===== src/rtl/mem_arb_pkg.sv =====
// rtl/mem_arb_pkg.sv - shared types and limits for the fetch/data memory port arbiter.
package mem_arb_pkg;

    typedef enum logic [1:0] {
        IDLE  = 2'd0,
        ISSUE = 2'd1,
        WAIT  = 2'd2,
        RESP  = 2'd3
    } arb_state_t;

    typedef enum logic {
        OWN_FETCH = 1'b0,
        OWN_DATA  = 1'b1
    } arb_owner_t;

    localparam int MEM_LAT_MAX = 15;
    localparam int LAT_CNT_W   = $clog2(MEM_LAT_MAX + 1);

    function automatic logic is_misaligned(input logic [1:0] byte_off);
        return byte_off != 2'b00;
    endfunction

endpackage


===== src/rtl/arb_lat_counter.sv =====
// rtl/arb_lat_counter.sv - loadable down-counter with zero flag, times the memory read latency.
import mem_arb_pkg::*;

module arb_lat_counter (
    input  logic                 clk,
    input  logic                 reset,
    input  logic                 i_load,
    input  logic [LAT_CNT_W-1:0] i_load_val,
    input  logic                 i_dec,
    output logic                 o_zero
);

    logic [LAT_CNT_W-1:0] r_count;

    always_ff @(posedge clk) begin
        if (reset) begin
            r_count <= '0;
        end else if (i_load) begin
            r_count <= i_load_val;
        end else if (i_dec && (r_count != '0)) begin
            r_count <= r_count - 1'b1;
        end
    end

    assign o_zero = (r_count == '0);

endmodule


===== src/rtl/mem_port_arbiter.sv =====
// rtl/mem_port_arbiter.sv - shares one fixed-latency memory between the fetch and load/store ports.
// Optional statistics counters are built when ARB_STATS_EN is defined.
import mem_arb_pkg::*;

module mem_port_arbiter #(
    parameter int ADDR_W  = 32,
    parameter int DATA_W  = 32,
    parameter int MEM_LAT = 2
) (
    input  logic              clk,
    input  logic              reset,
    input  logic              if_req,
    input  logic [ADDR_W-1:0] if_addr,
    output logic              if_ack,
    output logic [DATA_W-1:0] if_rdata,
    input  logic              d_req,
    input  logic              d_we,
    input  logic [ADDR_W-1:0] d_addr,
    input  logic [DATA_W-1:0] d_wdata,
    output logic              d_ack,
    output logic [DATA_W-1:0] d_rdata,
    output logic              d_err,
    output logic              mem_en,
    output logic              mem_we,
    output logic [ADDR_W-1:0] mem_addr,
    output logic [DATA_W-1:0] mem_wdata,
    input  logic [DATA_W-1:0] mem_rdata
`ifdef ARB_STATS_EN
    ,
    output logic [31:0]       stat_if_grants,
    output logic [31:0]       stat_d_grants,
    output logic [31:0]       stat_if_stall
`endif
);

    localparam int LAT_EFF = (MEM_LAT > MEM_LAT_MAX) ? MEM_LAT_MAX :
                             ((MEM_LAT < 1) ? 1 : MEM_LAT);
    localparam logic [LAT_CNT_W-1:0] LAT_LOAD = LAT_CNT_W'(LAT_EFF - 1);
    localparam logic [ADDR_W-1:0]    WORD_MASK = ~ADDR_W'(3);

    arb_state_t        r_state;
    arb_state_t        w_next_state;
    arb_owner_t        r_owner;
    logic [ADDR_W-1:0] r_addr;
    logic              r_we;
    logic [DATA_W-1:0] r_wdata;
    logic [DATA_W-1:0] r_if_rdata;
    logic [DATA_W-1:0] r_d_rdata;
    logic              r_d_err;

    logic              w_d_misaligned;
    logic              w_cnt_zero;
    logic              w_cnt_load;
    logic              w_cnt_dec;
    logic              w_resp;

    assign w_d_misaligned = is_misaligned(d_addr[1:0]);
    assign w_cnt_load     = (r_state == ISSUE);
    assign w_cnt_dec      = (r_state == WAIT);

    arb_lat_counter u_lat_counter (
        .clk        (clk),
        .reset      (reset),
        .i_load     (w_cnt_load),
        .i_load_val (LAT_LOAD),
        .i_dec      (w_cnt_dec),
        .o_zero     (w_cnt_zero)
    );

    always_ff @(posedge clk) begin
        if (reset) begin
            r_state <= IDLE;
        end else begin
            r_state <= w_next_state;
        end
    end

    // Data wins over fetch: the pending load/store belongs to the instruction already fetched.
    always_comb begin
        w_next_state = r_state;
        case (r_state)
            IDLE: begin
                if (d_req) begin
                    w_next_state = w_d_misaligned ? RESP : ISSUE;
                end else if (if_req) begin
                    w_next_state = ISSUE;
                end
            end
            ISSUE:   w_next_state = WAIT;
            WAIT:    if (w_cnt_zero) w_next_state = RESP;
            RESP:    w_next_state = IDLE;
            default: w_next_state = IDLE;
        endcase
    end

    always_ff @(posedge clk) begin
        if (reset) begin
            r_owner    <= OWN_FETCH;
            r_addr     <= '0;
            r_we       <= 1'b0;
            r_wdata    <= '0;
            r_if_rdata <= '0;
            r_d_rdata  <= '0;
            r_d_err    <= 1'b0;
        end else begin
            case (r_state)
                IDLE: begin
                    if (d_req) begin
                        r_owner <= OWN_DATA;
                        r_addr  <= d_addr & WORD_MASK;
                        r_we    <= d_we & ~w_d_misaligned;
                        r_wdata <= d_wdata;
                        r_d_err <= w_d_misaligned;
                        if (w_d_misaligned) begin
                            r_d_rdata <= '0;
                        end
                    end else if (if_req) begin
                        r_owner <= OWN_FETCH;
                        r_addr  <= if_addr & WORD_MASK;
                        r_we    <= 1'b0;
                        r_d_err <= 1'b0;
                    end
                end
                WAIT: begin
                    if (w_cnt_zero && !r_we) begin
                        if (r_owner == OWN_FETCH) begin
                            r_if_rdata <= mem_rdata;
                        end else begin
                            r_d_rdata <= mem_rdata;
                        end
                    end
                end
                default: ;
            endcase
        end
    end

    // Strobes are gated by reset so an abandoned access drops off the bus in the reset cycle itself.
    assign w_resp    = (r_state == RESP) && !reset;
    assign mem_en    = (r_state == ISSUE) && !reset;
    assign mem_we    = mem_en && r_we;
    assign mem_addr  = r_addr;
    assign mem_wdata = r_wdata;
    assign if_ack    = w_resp && (r_owner == OWN_FETCH);
    assign d_ack     = w_resp && (r_owner == OWN_DATA);
    assign d_err     = d_ack && r_d_err;
    assign if_rdata  = r_if_rdata;
    assign d_rdata   = r_d_rdata;

`ifdef ARB_STATS_EN
    logic [31:0] r_stat_if_grants;
    logic [31:0] r_stat_d_grants;
    logic [31:0] r_stat_if_stall;

    always_ff @(posedge clk) begin
        if (reset) begin
            r_stat_if_grants <= '0;
            r_stat_d_grants  <= '0;
            r_stat_if_stall  <= '0;
        end else begin
            if ((r_state == IDLE) && d_req) begin
                r_stat_d_grants <= r_stat_d_grants + 32'd1;
            end else if ((r_state == IDLE) && if_req) begin
                r_stat_if_grants <= r_stat_if_grants + 32'd1;
            end
            if (if_req && !if_ack) begin
                r_stat_if_stall <= r_stat_if_stall + 32'd1;
            end
        end
    end

    assign stat_if_grants = r_stat_if_grants;
    assign stat_d_grants  = r_stat_d_grants;
    assign stat_if_stall  = r_stat_if_stall;
`endif

endmodule


===== config.mk =====
export PLATFORM = sky130hd
export DESIGN_NAME = mem_port_arbiter
export DESIGN_NICKNAME = d
export VERILOG_FILES = /design/src/rtl/mem_arb_pkg.sv /design/src/rtl/arb_lat_counter.sv /design/src/rtl/mem_port_arbiter.sv
export SDC_FILE = /design/constraint.sdc
export NUM_CORES = 1
export LEC_CHECK = 0
export CELL_PAD_IN_SITES_DETAIL_PLACEMENT = 0
export CELL_PAD_IN_SITES_GLOBAL_PLACEMENT = 2
export CORE_MARGIN = 4
export CORE_UTILIZATION = 25
export DETAILED_ROUTE_END_ITERATION = 6
export GPL_TIMING_DRIVEN = 0
export PLACE_DENSITY = 0.94
export SLEW_MARGIN = 30
export SYNTH_ARGS = -nofsm -noshare
export SYNTH_HDL_FRONTEND = slang
export SYNTH_HIERARCHICAL = 1
export SYNTH_SLANG_ARGS = --single-unit

===== constraint.sdc =====
create_clock -name clk -period 3.98 [get_ports clk]
set_input_delay 0.398 -clock clk [delete_from_list [all_inputs] [get_ports clk]]
set_output_delay 0.398 -clock clk [all_outputs]
set_load 0.005 [all_outputs]

==> out/summary.txt, run 1 <==
max-slew violation count -> 0
grt ovf -> 0
Clock transition at path regs -> 0.06 ns
Clock Latency Late Sink -> 0.41 ns
yosys warns -> 6
largest cells by area after synthesis -> dfxtp_1 (48%), mux2i_1 (11%), nand2_1 (8.8%)
area share of the largest cell type after synthesis -> 47.6%
Starting DRT DRC Count -> 176
unique cell type count in the Yosys netlist -> 41
Syn Std Cell Area -> 5680 um^2
number of top-level pins -> 266
final instance count without filler cells -> 1207
Fill cells -> 2273
chip height -> 159 um
Worst Max-Slew Pin Slew -> 0.656 ns
Avg Synthesized Cell Area -> 8.98 um^2
max-cap violation count -> 0
initial antenna violation count -> 0
CTS H-Tree Depth -> 4
Hold Buf Count CTS -> 0
Antenna Cells -> 0
CP max FO -> 10
vias -> 5359
DR pass1 iterations -> 4
Worst setup SP type -> input pin
Layout area overhead -> 62.8%
P per Cell Area -> 577 nW/um^2
share of post-route cells with drive strength above 1 -> 6.58%
WL per Instance -> 16.0 um
post-synth top area cell -> dfxtp_1
first-pass GRT wire length -> 30300 um
Primary FF master, synth -> dfxtp_1
WHS -> 0.452 ns
Root Buffer -> clkbuf_16
post-CTS sizing -> 0
Worst Slack Setup Final -> 1.07 ns
die footprint -> 25200 um^2
WS Path Type -> input pin to output port
HP Class -> flip-flop to flip-flop
Final Cycle Share -> 73.0%
final-stage net count -> 1054
part of the Yosys area used for sequential elements -> 47.6%
Peak Freq -> 0.344 GHz
clock sinks -> 135
post-route minimum period -> 2.91 ns
number of global-route vias before repair -> 5439
setup violators final -> 0
Reg area -> 2700 um^2
RSZ-0062 raised after global routing -> false
cts bufs inserted -> 17
Fin Clk Skew -> 0.00680 ns
maximum VDD drop -> 0.000272 V
total power -> 5.34 mW
required time of the critical path -> 3.58 ns
DRC -> 0
core area -> 22100 um^2
clock buffer depth -> 2
Placed Cells -> 1176
outcome -> finished clean
largest net degree at the start of global routing -> 17
Hold Vio Cnt, Final -> 0
normalized max-slew margin -> 56.2%
row count -> 54
Port-buffer cells -> 260
dpl ws -> 1.03 ns
synthesized flop and latch total -> 135
GPL Wtd Cong -> 0.747
Setup TNS Final -> 0 ns
HPWL after DPL -> 14500 um
vias per cell -> 4.44
Crit path arrival time -> 2.51 ns
Die Width -> 159 um
Initial Utilization -> 25.7%
ys async rst share -> 0%
CP endpoint kind -> output port
number of setup buffers added after CTS -> 0
post-route ant nets -> 0
number of synthesized flops with an enable pin -> 0
Total Routing Usage GR -> 14.9%
Multi-input gate area -> 2690 um^2
TritonCTS clock tree -> done
synthesized instance count -> 632
Post-Route WL -> 19300 um
Reg2Reg Setup Slack -> 1.55 ns
P_leak -> 3.36 nW
-- cell usage after synthesis, types with 2 or more instances --
cell,instances
nand2_1,133
ha_1,6
nand3b_1,33
clkbuf_1,29
a211oi_1,31
o21ai_0,2
buf_4,3
inv_1,6
buf_2,15
buf_8,3
mux2i_1,64
nor2_1,40
a311oi_1,2
a21oi_1,66
and2_1,3
buf_6,2
conb_1,2
nor3_1,2
o21a_1,2
nand2b_1,32
nor2b_1,2
dfxtp_1,135
-- metal layers --
metal  wire length, um  global-route usage [%]  part of all wire [%]  vias up
met4               206                    3.98                   1.1        0
met5                 0                       0                     0        -
met3              1570                    5.86                   8.1       16
met2              8800                    24.1                    46      170
li1                  -                       -                     -     2706
met1              8700                    18.6                    45     2467
-- worst paths after layout --
check	startpoint	end	cells past startpoint
max	reset	if_ack	5
min	if_rdata[27]$_SDFFE_PP0P_	if_rdata[27]$_SDFFE_PP0P_	2
max reg2reg	u_lat_counter/r_count[1]$_SDFFE_PP0P_	d_rdata[16]$_SDFFE_PP0P_	8
min reg2reg	if_rdata[27]$_SDFFE_PP0P_	if_rdata[27]$_SDFFE_PP0P_	2
-- layout make-up --
cell class              instances  area share (%)
repair buffers                260            28.1
plain buffers                  53            3.00
flip-flops and latches        135            29.2
clock inverters                10            1.29
well taps                     280            3.79
clock buffers                  21            5.20
multi-input cells             442            29.1
inverters                       6           0.244
-- stage by stage --
stage                     instance area [um^2]  util, %
final                                     9250     41.8
after global routing                      9250     41.8
after CTS                                 9250     41.8
after detailed placement                  8650     39.1
after global placement                    8650     39.1
after floorplan                           5690        -
-- where the power goes --
part | switching [mW] | leakage, nW | internal [mW]
Sequential | 0.151 | 1.10 | 1.63
Clock | 0.616 | 0.288 | 0.989
Combinational | 0.959 | 1.97 | 0.998
-- worst max-delay path, stage by stage --
cell and delay [ns]:
clkdlybuf4s50_1 0.68, buf_6 0.28, clkbuf_1 0.25, nor3b_1 0.29, clkdlybuf4s50_1 0.59
-- sequential cells by signal (all words and copies together), names as in the netlist --
signal and cells:
r_d_err 1, r_state 2, mem_addr 30, mem_wdata 32, u_lat_counter/r_count 4, r_owner 1
if_rdata 32, r_we 1, d_rdata 32
-- cell families (layout without fill, tap and decap cells) --
family                     count (synthesis)  count (layout)  share of synthesized area, %
and+or+nand+nor                          255             255                          21.9
DFF                                      135             135                          47.6
AOI/OAI and AO/OA                        111             111                          12.5
muxes                                     64              64                          11.3
buffers and inverters                     59             350                          5.29
adders and majority gates                  6               6                          1.32
other                                      2               6                         0.132
-- cell usage in the layout, fill, tap and decap left out, types with 2 or more instances in the layout --
cell | Yosys | final
a211oi_1 | 31 | 31
a21oi_1 | 66 | 66
nor2b_1 | 2 | 2
and2_1 | 3 | 3
clkinv_2 | 0 | 2
buf_6 | 2 | 2
o21ai_0 | 2 | 2
nand3b_1 | 33 | 33
inv_1 | 6 | 6
a311oi_1 | 2 | 2
bufinv_16 | 0 | 2
clkdlybuf4s50_1 | 0 | 260
clkbuf_8 | 0 | 4
o21a_1 | 2 | 2
buf_2 | 15 | 15
clkinvlp_4 | 0 | 3
inv_6 | 0 | 2
ha_1 | 6 | 6
mux2i_1 | 64 | 64
nand2b_1 | 32 | 32
clkbuf_16 | 0 | 17
nor3_1 | 2 | 2
nand2_1 | 133 | 133
nor2_1 | 40 | 40
conb_1 | 2 | 6
buf_8 | 3 | 3
buf_4 | 3 | 3
dfxtp_1 | 135 | 135
clkbuf_1 | 29 | 29
Power figures use the tool's default switching activity.
==> run 2: changes to the inputs <==
--- a/config.mk
+++ b/config.mk
@@ -8,10 +8,10 @@
 export CELL_PAD_IN_SITES_DETAIL_PLACEMENT = 0
 export CELL_PAD_IN_SITES_GLOBAL_PLACEMENT = 2
 export CORE_MARGIN = 4
-export CORE_UTILIZATION = 25
+export CORE_UTILIZATION = 23
 export DETAILED_ROUTE_END_ITERATION = 6
 export GPL_TIMING_DRIVEN = 0
-export PLACE_DENSITY = 0.94
+export PLACE_DENSITY = 0.88
 export SLEW_MARGIN = 30
 export SYNTH_ARGS = -nofsm -noshare
 export SYNTH_HDL_FRONTEND = slang
==> constraint.sdc (replaced) <==
create_clock -name clk -period 2.91 [get_ports clk]
set_input_delay 0.291 -clock clk [delete_from_list [all_inputs] [get_ports clk]]
set_output_delay 0.291 -clock clk [all_outputs]
set_load 0.005 [all_outputs]
==> out/summary.txt, run 2 (same netlist as run 1, synthesis figures left out) <==
post-route ant nets -> 0 (unchanged)
slowest CP cell -> clkdlybuf4s50_1
Worst Max-Slew Pin Slew -> 0.696 ns (+0.0398 ns)
number of setup buffers added after CTS -> 0 (unchanged)
maximum VDD drop -> 0.000356 V (+31%)
Peak Freq -> 0.385 GHz
CP Buf/Inv Count -> 4 (unchanged)
vias -> 5290 (-1.3%)
Worst Hold End -> r_state[1]$_SDFFE_PP0P_
initial antenna violation count -> 2 (+2)
chip height -> 165 um (+4.0%)
vias per cell -> 4.23 (-4.8%)
Total Routing Usage GR -> 14.2% (-0.70 points)
CTS H-Tree Depth -> 4 (unchanged)
WL per Instance -> 15.6 um (-2.2%)
most frequent CP cell -> clkdlybuf4s50_1
number of global-route vias before repair -> 5425 (-0.26%)
total power -> 7.33 mW (+37%)
Fin Clk Skew -> 0.0104 ns (+0.00355 ns)
most frequent cells in the layout -> clkdlybuf4s50_1 (260), dfxtp_1 (135), nand2_1 (133)
Hold Buf Count CTS -> 0 (unchanged)
RSZ-0062 raised after global routing -> false
Clock Latency Late Sink -> 0.42 ns (about the same)
Worst R2R End -> d_rdata[17]$_SDFFE_PP0P_
CP max FO -> 10 (unchanged)
Antenna Cells -> 0 (unchanged)
share of post-route cells with drive strength above 1 -> 6.58% (unchanged)
GPL Wtd Cong -> 0.742 (-0.60%)
post-CTS sizing -> 0 (unchanged)
clock sinks -> 135 (unchanged)
row count -> 57 (+5.6%)
Layout area overhead -> 63.9%
P_leak -> 3.36 nW (about the same)
R2R depth -> 8 (unchanged)
CP endpoint kind -> output port
Initial Utilization -> 23.3% (-2.4 points)
outcome -> finished clean
required time of the critical path -> 2.62 ns (-0.96 ns)
Hold Vio Cnt, Final -> 0 (unchanged)
max-slew violation count -> 0 (unchanged)
DR pass1 iterations -> 4 (unchanged)
Root Buffer -> clkbuf_16
Clock transition at path regs -> 0.06 ns (about the same)
grt ovf -> 0 (unchanged)
clock buffer depth -> 2 (unchanged)
max-cap violation count -> 0 (unchanged)
Crit path arrival time -> 2.31 ns (-0.20 ns)
Final Cycle Share -> 89.4%
Worst Slack Setup Final -> 0.309 ns (-0.764 ns)
crit path cell chain -> clkdlybuf4s50_1 > buf_6 > clkbuf_1 > nor3b_1 > clkdlybuf4s50_1
Port-buffer cells -> 260 (unchanged)
cts bufs inserted -> 17 (unchanged)
RR Startpoint -> u_lat_counter/r_count[1]$_SDFFE_PP0P_
Min-Delay Path Depth -> 4 (+2)
Setup TNS Final -> 0 ns (unchanged)
number of top-level pins -> 266 (unchanged)
Post-Route WL -> 19500 um (+1.3%)
core area -> 24300 um^2 (+10%)
Finished Core Util -> 38.3% (-3.6 points)
Reg2Reg Setup Slack -> 0.44 ns (-1.11 ns)
TritonCTS clock tree -> done
P per Cell Area -> 788 nW/um^2 (+36%)
setup violators final -> 0 (unchanged)
min-delay src -> d_req
WS Path Type -> input pin to output port
Worst setup SP type -> input pin
die footprint -> 27300 um^2 (+8.2%)
final-stage net count -> 1054 (unchanged)
dpl ws -> 0.119 ns (-0.911 ns)
Starting DRT DRC Count -> 271 (+54%)
first-pass GRT wire length -> 30000 um (-1.1%)
commonest non-fill, non-tap cell in the layout -> clkdlybuf4s50_1
largest net degree at the start of global routing -> 17 (unchanged)
post-route minimum period -> 2.60 ns
slowest cell delay on critical path -> 0.77 ns (+0.09 ns)
Die Width -> 165 um (+4.0%)
HP Class -> input pin to flip-flop
WHS -> 0.368 ns (-0.0843 ns)
DRC -> 0 (unchanged)
normalized max-slew margin -> 53.6% (-2.7 points)
HPWL after DPL -> 14700 um (+1.1%)
Worst path top cell family by delay -> buffers and inverters
[run 2: worst min-delay path, delay by kind of cell]
kind,cells,cell delay (ns)
buffers and inverters,1,0.16
AOI/OAI and AO/OA,3,0.29
[run 2: final cells by class]
| cell class | count | area [um^2] |
|---|---|---|
| plain buffers | 53 | 278 |
| clock buffers | 22 | 494 |
| repair buffers | 260 | 2600 |
| well taps | 324 | 405 |
| fillers | 2528 | 15000 |
| multi-input cells | 442 | 2690 |
| flip-flops and latches | 135 | 2700 |
| clock inverters | 9 | 114 |
| inverters | 6 | 22.5 |
[run 2: how the worst max path moves through the flow]
stage | end | cells after the start | start | slack (ns)
final | if_ack | 5 | reset | 0.31
after global routing | if_ack | 5 | reset | 0.07
after CTS | if_ack | 5 | reset | 0.21
after detailed placement | mem_addr[30]$_SDFFE_PP0P_ | 5 | reset | 0.12
after global placement | if_rdata[24]$_SDFFE_PP0P_ | 5 | reset | 0.13
after floorplan | d_rdata[10]$_SDFFE_PP0P_ | 8 | u_lat_counter/r_count[1]$_SDFFE_PP0P_ | 0.81
[run 2: where the power goes]
group / leakage (nW) / switching (mW) / total, mW / internal (mW)
registers: 1.10 / 0.206 / 2.43 / 2.22
logic: 1.97 / 1.31 / 2.68 / 1.36
clock network: 0.291 / 0.846 / 2.22 / 1.38
total: 3.36 / 2.37 / 7.33 / 4.97
[run 2: through the flow]
stage	instances	instance area, um^2
floorplan	636	5690
global placement	1220	8700
finish	1251	9310
CTS	1251	9310
detailed placement	1220	8700
global route	1251	9310
[run 2: routing by layer]
| metal | GRT usage, % | part of all wire, % | up-vias |
|---|---|---|---|
| li1 | - | - | 2696 |
| met1 | 17.4 | 43 | 2409 |
| met2 | 23.0 | 47 | 171 |
| met3 | 6.43 | 9.5 | 10 |
| met4 | 2.76 | 0.58 | 4 |
| met5 | 0 | 0.11 | - |
==> run 3: changes to the inputs <==
--- a/config.mk
+++ b/config.mk
@@ -12,7 +12,7 @@
 export DETAILED_ROUTE_END_ITERATION = 6
 export GPL_TIMING_DRIVEN = 0
 export PLACE_DENSITY = 0.88
-export SLEW_MARGIN = 30
+export SLEW_MARGIN = 25
 export SYNTH_ARGS = -nofsm -noshare
 export SYNTH_HDL_FRONTEND = slang
 export SYNTH_HIERARCHICAL = 1
==> results of run 3 <==
Same layout as run 2: the final DEF is identical, and so are final timing and power.
